**config.mk**
```make
export PLATFORM = sky130hd
export DESIGN_NAME = ifetch
export DESIGN_NICKNAME = d
export VERILOG_FILES = /design/src/rtl/ifetch_pkg.sv /design/src/rtl/ifetch.sv
export SDC_FILE = /design/constraint.sdc
export NUM_CORES = 1
export LEC_CHECK = 0
export ABC_AREA = 1
export BUFFER_PORTS_ARGS = -buffer_cell sky130_fd_sc_hd__buf_2
export CORE_ASPECT_RATIO = 0.8
export CORE_MARGIN = 2
export CORE_UTILIZATION = 53
export DETAILED_ROUTE_END_ITERATION = 8
export HOLD_SLACK_MARGIN = 0.06
export PLACE_DENSITY = 0.93
export SETUP_SLACK_MARGIN = 0.3
export SYNTH_ARGS = -nofsm -noshare
export SYNTH_HDL_FRONTEND = slang
export SYNTH_SLANG_ARGS = --single-unit
export TNS_END_PERCENT = 20
```
**constraint.sdc**
```tcl
create_clock -name clk -period 4 [get_ports clk]
set_clock_uncertainty 0.2 [all_clocks]
set_input_delay 0.8 -clock clk [delete_from_list [all_inputs] [get_ports clk]]
set_output_delay 0.8 -clock clk [all_outputs]
set_load 0.005 [all_outputs]
```
**src/rtl/ifetch_pkg.sv**
```systemverilog
// Shared definitions for the instruction fetch stage.
package ifetch_pkg;

    // Canonical RISC-V nop (addi x0, x0, 0) shown to decode while idle.
    localparam logic [31:0] RV_NOP           = 32'h0000_0013;
    localparam logic [31:0] RV_RESET_VECTOR  = 32'h0000_0000;

    typedef enum logic [1:0] {
        IF_REQ  = 2'd0,
        IF_WAIT = 2'd1,
        IF_HOLD = 2'd2
    } if_state_e;

    // Force a byte address onto a word boundary.
    function automatic logic [31:0] word_align(input logic [31:0] addr);
        return {addr[31:2], 2'b00};
    endfunction

endpackage

```
**src/rtl/ifetch.sv**
```systemverilog
// Instruction fetch stage: owns the PC, keeps at most one fetch in flight,
// buffers one instruction for decode and squashes fetches on redirect.
module ifetch
    import ifetch_pkg::*;
#(
    parameter logic [31:0] RESET_PC = RV_RESET_VECTOR
) (
    input  logic        clk,
    input  logic        rst,
    output logic        imem_req,
    output logic [31:0] imem_addr,
    input  logic        imem_gnt,
    input  logic        imem_rvalid,
    input  logic [31:0] imem_rdata,
    output logic        ir_valid,
    input  logic        ir_ready,
    output logic [31:0] ir,
    output logic [31:0] ir_pc,
    input  logic        redirect_valid,
    input  logic [31:0] redirect_pc
);

    if_state_e   state_q, state_d;
    logic [31:0] pc_q, pc_d;
    logic [31:0] ir_q, ir_d;
    logic [31:0] ir_pc_q, ir_pc_d;
    logic        ir_valid_q, ir_valid_d;
    logic        kill_q, kill_d;

    // The low redirect bits are discarded by word alignment.
    logic [1:0]  unused_redirect_lsb;
    assign unused_redirect_lsb = redirect_pc[1:0];

    // State and datapath registers with synchronous reset.
    always_ff @(posedge clk) begin
        if (rst) begin
            state_q    <= IF_REQ;
            pc_q       <= RESET_PC;
            ir_q       <= RV_NOP;
            ir_pc_q    <= '0;
            ir_valid_q <= 1'b0;
            kill_q     <= 1'b0;
        end else begin
            state_q    <= state_d;
            pc_q       <= pc_d;
            ir_q       <= ir_d;
            ir_pc_q    <= ir_pc_d;
            ir_valid_q <= ir_valid_d;
            kill_q     <= kill_d;
        end
    end

    // Next-state logic; a redirect overrides everything else in any state.
    always_comb begin
        state_d    = state_q;
        pc_d       = pc_q;
        ir_d       = ir_q;
        ir_pc_d    = ir_pc_q;
        ir_valid_d = ir_valid_q;
        kill_d     = kill_q;

        if (redirect_valid) begin
            pc_d       = word_align(redirect_pc);
            ir_valid_d = 1'b0;
            unique case (state_q)
                IF_REQ: begin
                    // A fetch granted this cycle is still owed a response.
                    if (imem_gnt) begin
                        kill_d  = 1'b1;
                        state_d = IF_WAIT;
                    end else begin
                        state_d = IF_REQ;
                    end
                end
                IF_WAIT: begin
                    // A response arriving now is the stale one; drop it.
                    if (imem_rvalid) begin
                        kill_d  = 1'b0;
                        state_d = IF_REQ;
                    end else begin
                        kill_d  = 1'b1;
                    end
                end
                IF_HOLD: begin
                    state_d = IF_REQ;
                end
                default: begin
                    state_d = IF_REQ;
                end
            endcase
        end else begin
            unique case (state_q)
                IF_REQ: begin
                    if (imem_gnt) begin
                        state_d = IF_WAIT;
                    end
                end
                IF_WAIT: begin
                    if (imem_rvalid) begin
                        if (kill_q) begin
                            kill_d  = 1'b0;
                            state_d = IF_REQ;
                        end else begin
                            ir_d       = imem_rdata;
                            ir_pc_d    = pc_q;
                            ir_valid_d = 1'b1;
                            pc_d       = pc_q + 32'd4;
                            state_d    = IF_HOLD;
                        end
                    end
                end
                IF_HOLD: begin
                    if (ir_ready) begin
                        ir_valid_d = 1'b0;
                        state_d    = IF_REQ;
                    end
                end
                default: begin
                    state_d = IF_REQ;
                end
            endcase
        end
    end

    assign imem_req  = (state_q == IF_REQ);
    assign imem_addr = pc_q;
    assign ir_valid  = ir_valid_q;
    assign ir        = ir_q;
    assign ir_pc     = ir_pc_q;

endmodule

```
# == Word-level counts from Yosys, hierarchy flattened ==
# Cells that the tools add are included.
# classes
n_addsub,1
n_eq_ne,9
n_mux,23
bitwise,2
n_reduce_logical,12
# ops
operator,count
$mux 32,4
$add 32x3->32 const B,1
$mux 2,6
$reduce_and 4->1,3
$mux 1,9
$reduce_and 3->1,3
$ne 2x2->1 const B,4
$reduce_bool 2->1,4
$ne 3x3->1 const B,2
$pmux 2 s3,1
$pmux 1 s2,2
$pmux 2 s2,1
$ne 3x1->1 const B,1
$eq 2x1->1 const B,1
$eq 2x2->1 const B,1
$logic_not 2->1,1
$not 1->1,2
$reduce_or 2->1,1
# totals
register_bits,100
in_bits,70
out_inout_bits,98
elab_cells,54

# == Logic depth before layout (Yosys ltp) ==
# logic_depth
ltp_word,5
mapped_depth,12
mapped_depth_nobuf,12

# == Worst setup path before layout ==
# OpenSTA, ideal clock, no wires.
# synth_timing
path_kind,input to register
startpoint,in redirect_valid
endpoint,"reg ir_q[3], in the netlist ir[3]"
setup_time_ns,0.116
arrival_ns,1.536
t_required_ns,3.684
setup_slack_ns,2.149
cell_stages,8
n_path_buf,2
cell_sequence,inv_2 > nand2_1 > nor2_2 > inv_2 > buf_6 > clkbuf_1 > nor2_1 > nor2_1
# synth_between
elab_chain_cells,2
# synth_lines
element,line,source
from (decl),ifetch.sv:19,"input logic redirect_valid,"
$not 1->1 (no line),--,
$reduce_and 4->1 (no line),--,
to (signal assigned),ifetch.sv:46,ir_q <= ir_d;
to (decl),ifetch.sv:25,"logic [31:0] ir_q, ir_d;"
# No other way between the ends.
# A chain may end at the register's enable or synchronous reset.

# == Worst setup path in the final report ==
# layout_timing
startpoint,in redirect_valid
endpoint,"reg pc_q[31], in the netlist imem_addr[31]"
# layout_between
elab_chain_cells,2
elab_cells_between_ends,5
cone_classes,eq/ne: 1; mux: 1; reduce/logical: 3
# layout_lines
element,line,source
$ne 2x2->1 (no line) or $reduce_bool 2->1 (tied branches),--,
$reduce_and 3->1 (no line),--,
to (signal assigned),ifetch.sv:45,pc_q <= pc_d;
to (decl),ifetch.sv:24,"logic [31:0] pc_q, pc_d;"
# Several ways; a longest one is shown, not always the timed one.

==> metrics <==
first-pass GRT wire length=20410 um; core box area=7946 sq um; first drt pass iteration count=6; top cells by area, synth=dfxtp_1 44%, nor2_1 12%, nand2_1 11%; die area=8974 sq um; flip-flop and latch count after synthesis=96; CTS sink count=96; final instance area=5371 sq um; outcome=complete, no violations; Post-DRT Antenna Nets=0; gr ovfl total=0; number of antenna violations at the first check in global routing=0; Clock Pin Slew Worst Setup and Hold Paths=0.09 ns; largest net degree at the start of global routing=83; commonest non-fill, non-tap cells in the layout=161 x buf_2, 134 x nor2_1, 128 x nand2_1; Power Dens Cells=358.0 nW/um^2; # Post-CTS Setup Buffers=0; Setup violations, final=0; cells after synthesis=621; fin nets=837; Mean Syn Cell Area=7.022 sq um; Worst EP arrival=2.56 ns; HP Class=reg -> reg; # DRC=0; Area after DPL=5164 sq um; Rows=29; Max VDD drop=0.2120 mV; Area Growth Syn to Fin=23.19%; fin. max-slew vios=0; Final Power=1.923 mW; Die Height=85.13 um; Worst Max-Slew Pin Slew=1.042 ns; H-tree depth=3; Via density=5.331; gp weighted congestion=0.8771; Startpoint Class=primary input; n_diodes=0; Leak=2.553 nW; Die W=105.4 um; CP max FO=82; Cell Area, Synth=4360 sq um; worst skew pair latency=0.36 ns; Tmin final=2.467 ns; CP Capture Type=register; Distinct cells, synth=33; commonest non-fill, non-tap cell in the layout=buf_2; Resize count post-CTS=0; relative slew slack=30.43%; number of global-route vias before repair=4230; Tcrit/Tclk final=61.67%; final WL=12780 um; WL/cell=14.54 um; CTS Buf Count=9; YS warnings=0; max-cap violations=0; Max Freq=405.4 MHz; Longest Clk Path Bufs=2; drt initial violations=295; largest area contributor in the netlist=dfxtp_1; Total GRT Usage=28.21%; Yosys top cell area share=44.07%; CTS Hold Bufs=0; CTS tree=done; unrepaired setup endpoints after global routing=false; routed via count=4686; worst endpoint required time=4.10 ns; Final Hold Fails=0; Total Neg Setup Slack=0 ns; crit path kind=in -> reg; CTS root buf=clkbuf_8; Starting Density=54.87%; HPWL after detailed placement=9082 um; layout cell share with drive strength beyond 1=27.37%; Port Buffers=161; sequential fraction of the synthesis area=44.07%; I/O pins=168
-- cells in the mapped netlist --
cell,count
a211oi_1,2
a21oi_1,30
a21oi_2,1
a22oi_1,7
a31oi_1,9
buf_1,2
buf_2,6
buf_4,9
buf_6,3
clkbuf_1,16
conb_1,1
dfxtp_1,96
ha_1,1
inv_1,31
inv_2,4
nand2_1,128
nand2_2,6
nand3_1,36
nand3b_1,1
nand4_1,3
nor2_1,134
nor2_2,9
nor2_4,7
nor3_1,10
nor4_1,1
o211a_1,1
o211ai_1,1
o21ai_0,53
o21bai_1,1
o221ai_1,1
or2_2,2
xnor2_1,2
xor2_1,7
-- per-stage QoR --
stage               worst slack, ns  cells  hold WS, ns  utilization [%]
finish                        1.533    879       0.2632            67.60
global placement              1.249    863       0.2343            64.98
detailed placement            1.175    863       0.2418            64.98
floorplan                     2.149    624       0.2526                -
global route                  1.364    879       0.2814            67.60
CTS                           1.542    879       0.2646            67.60
-- per-layer routing --
layer / up-vias / share of wire, % / global-route usage, %
li1: 2284 / - / -
met1: 2160 / 42 / 35.75
met2: 227 / 47 / 48.50
met3: 15 / 9.5 / 7.527
met4: 0 / 1.3 / 6.182
met5: - / 0 / 0
-- path summary, 6_finish.rpt --
path / startpoint / cells past startpoint / slack (ns) / to
worst min register to register: ir[1]$_SDFFE_PP1P_ / 2 / 0.26 / ir[1]$_SDFFE_PP1P_
worst max-delay path: redirect_valid / 9 / 1.53 / imem_addr[31]$_SDFFE_PP0P_
worst max register to register: state_q[0]$_SDFFE_PP0P_ / 9 / 1.86 / imem_addr[31]$_SDFFE_PP0P_
worst min-delay path: ir[1]$_SDFFE_PP1P_ / 2 / 0.26 / ir[1]$_SDFFE_PP1P_
-- power by group --
part	total [mW]	switching [mW]	leakage, nW	internal [mW]
logic	0.222	0.128	1.68	0.0946
clock network	0.658	0.335	0.0948	0.324
registers	1.04	0.0450	0.783	0.997
-- flip-flops by register name, summed over array words and instances, names as in the netlist --
name and flops:
imem_addr 30, ir 32, ir_pc 30, ir_valid 1
kill_q 1, state_q 2
-- kinds of logic after synthesis --
family                     Yosys count  share of synthesized area [%]
and+or+nand+nor                    337                          32.83
AOI/OAI and AO/OA                  106                          13.34
DFF                                 96                          44.07
buffers and inverters               71                          7.575
xor gates and xnor gates             9                          1.808
adders and majority gates            1                         0.2869
other                                1                        0.08600
-- cell type report --
type	count	area, sq um
fill	677	2575
multi-input combinational	457	2125
sequential	96	1922
timing repair buffer	167	850.8
clock buffer	12	155.1
tap	108	135.1
inverter	35	131.4
clock inverter	4	52.55
-- worst max-delay path, stage by stage --
cell,delay [ns]
buf_2,0.31
inv_2,0.13
nand2_1,0.09
nor2_4,0.12
buf_4,0.61
nand2_1,0.18
a21oi_1,0.18
nor2_1,0.06
nor2_1,0.07
Note: power is estimated with default switching activity, not from simulation.
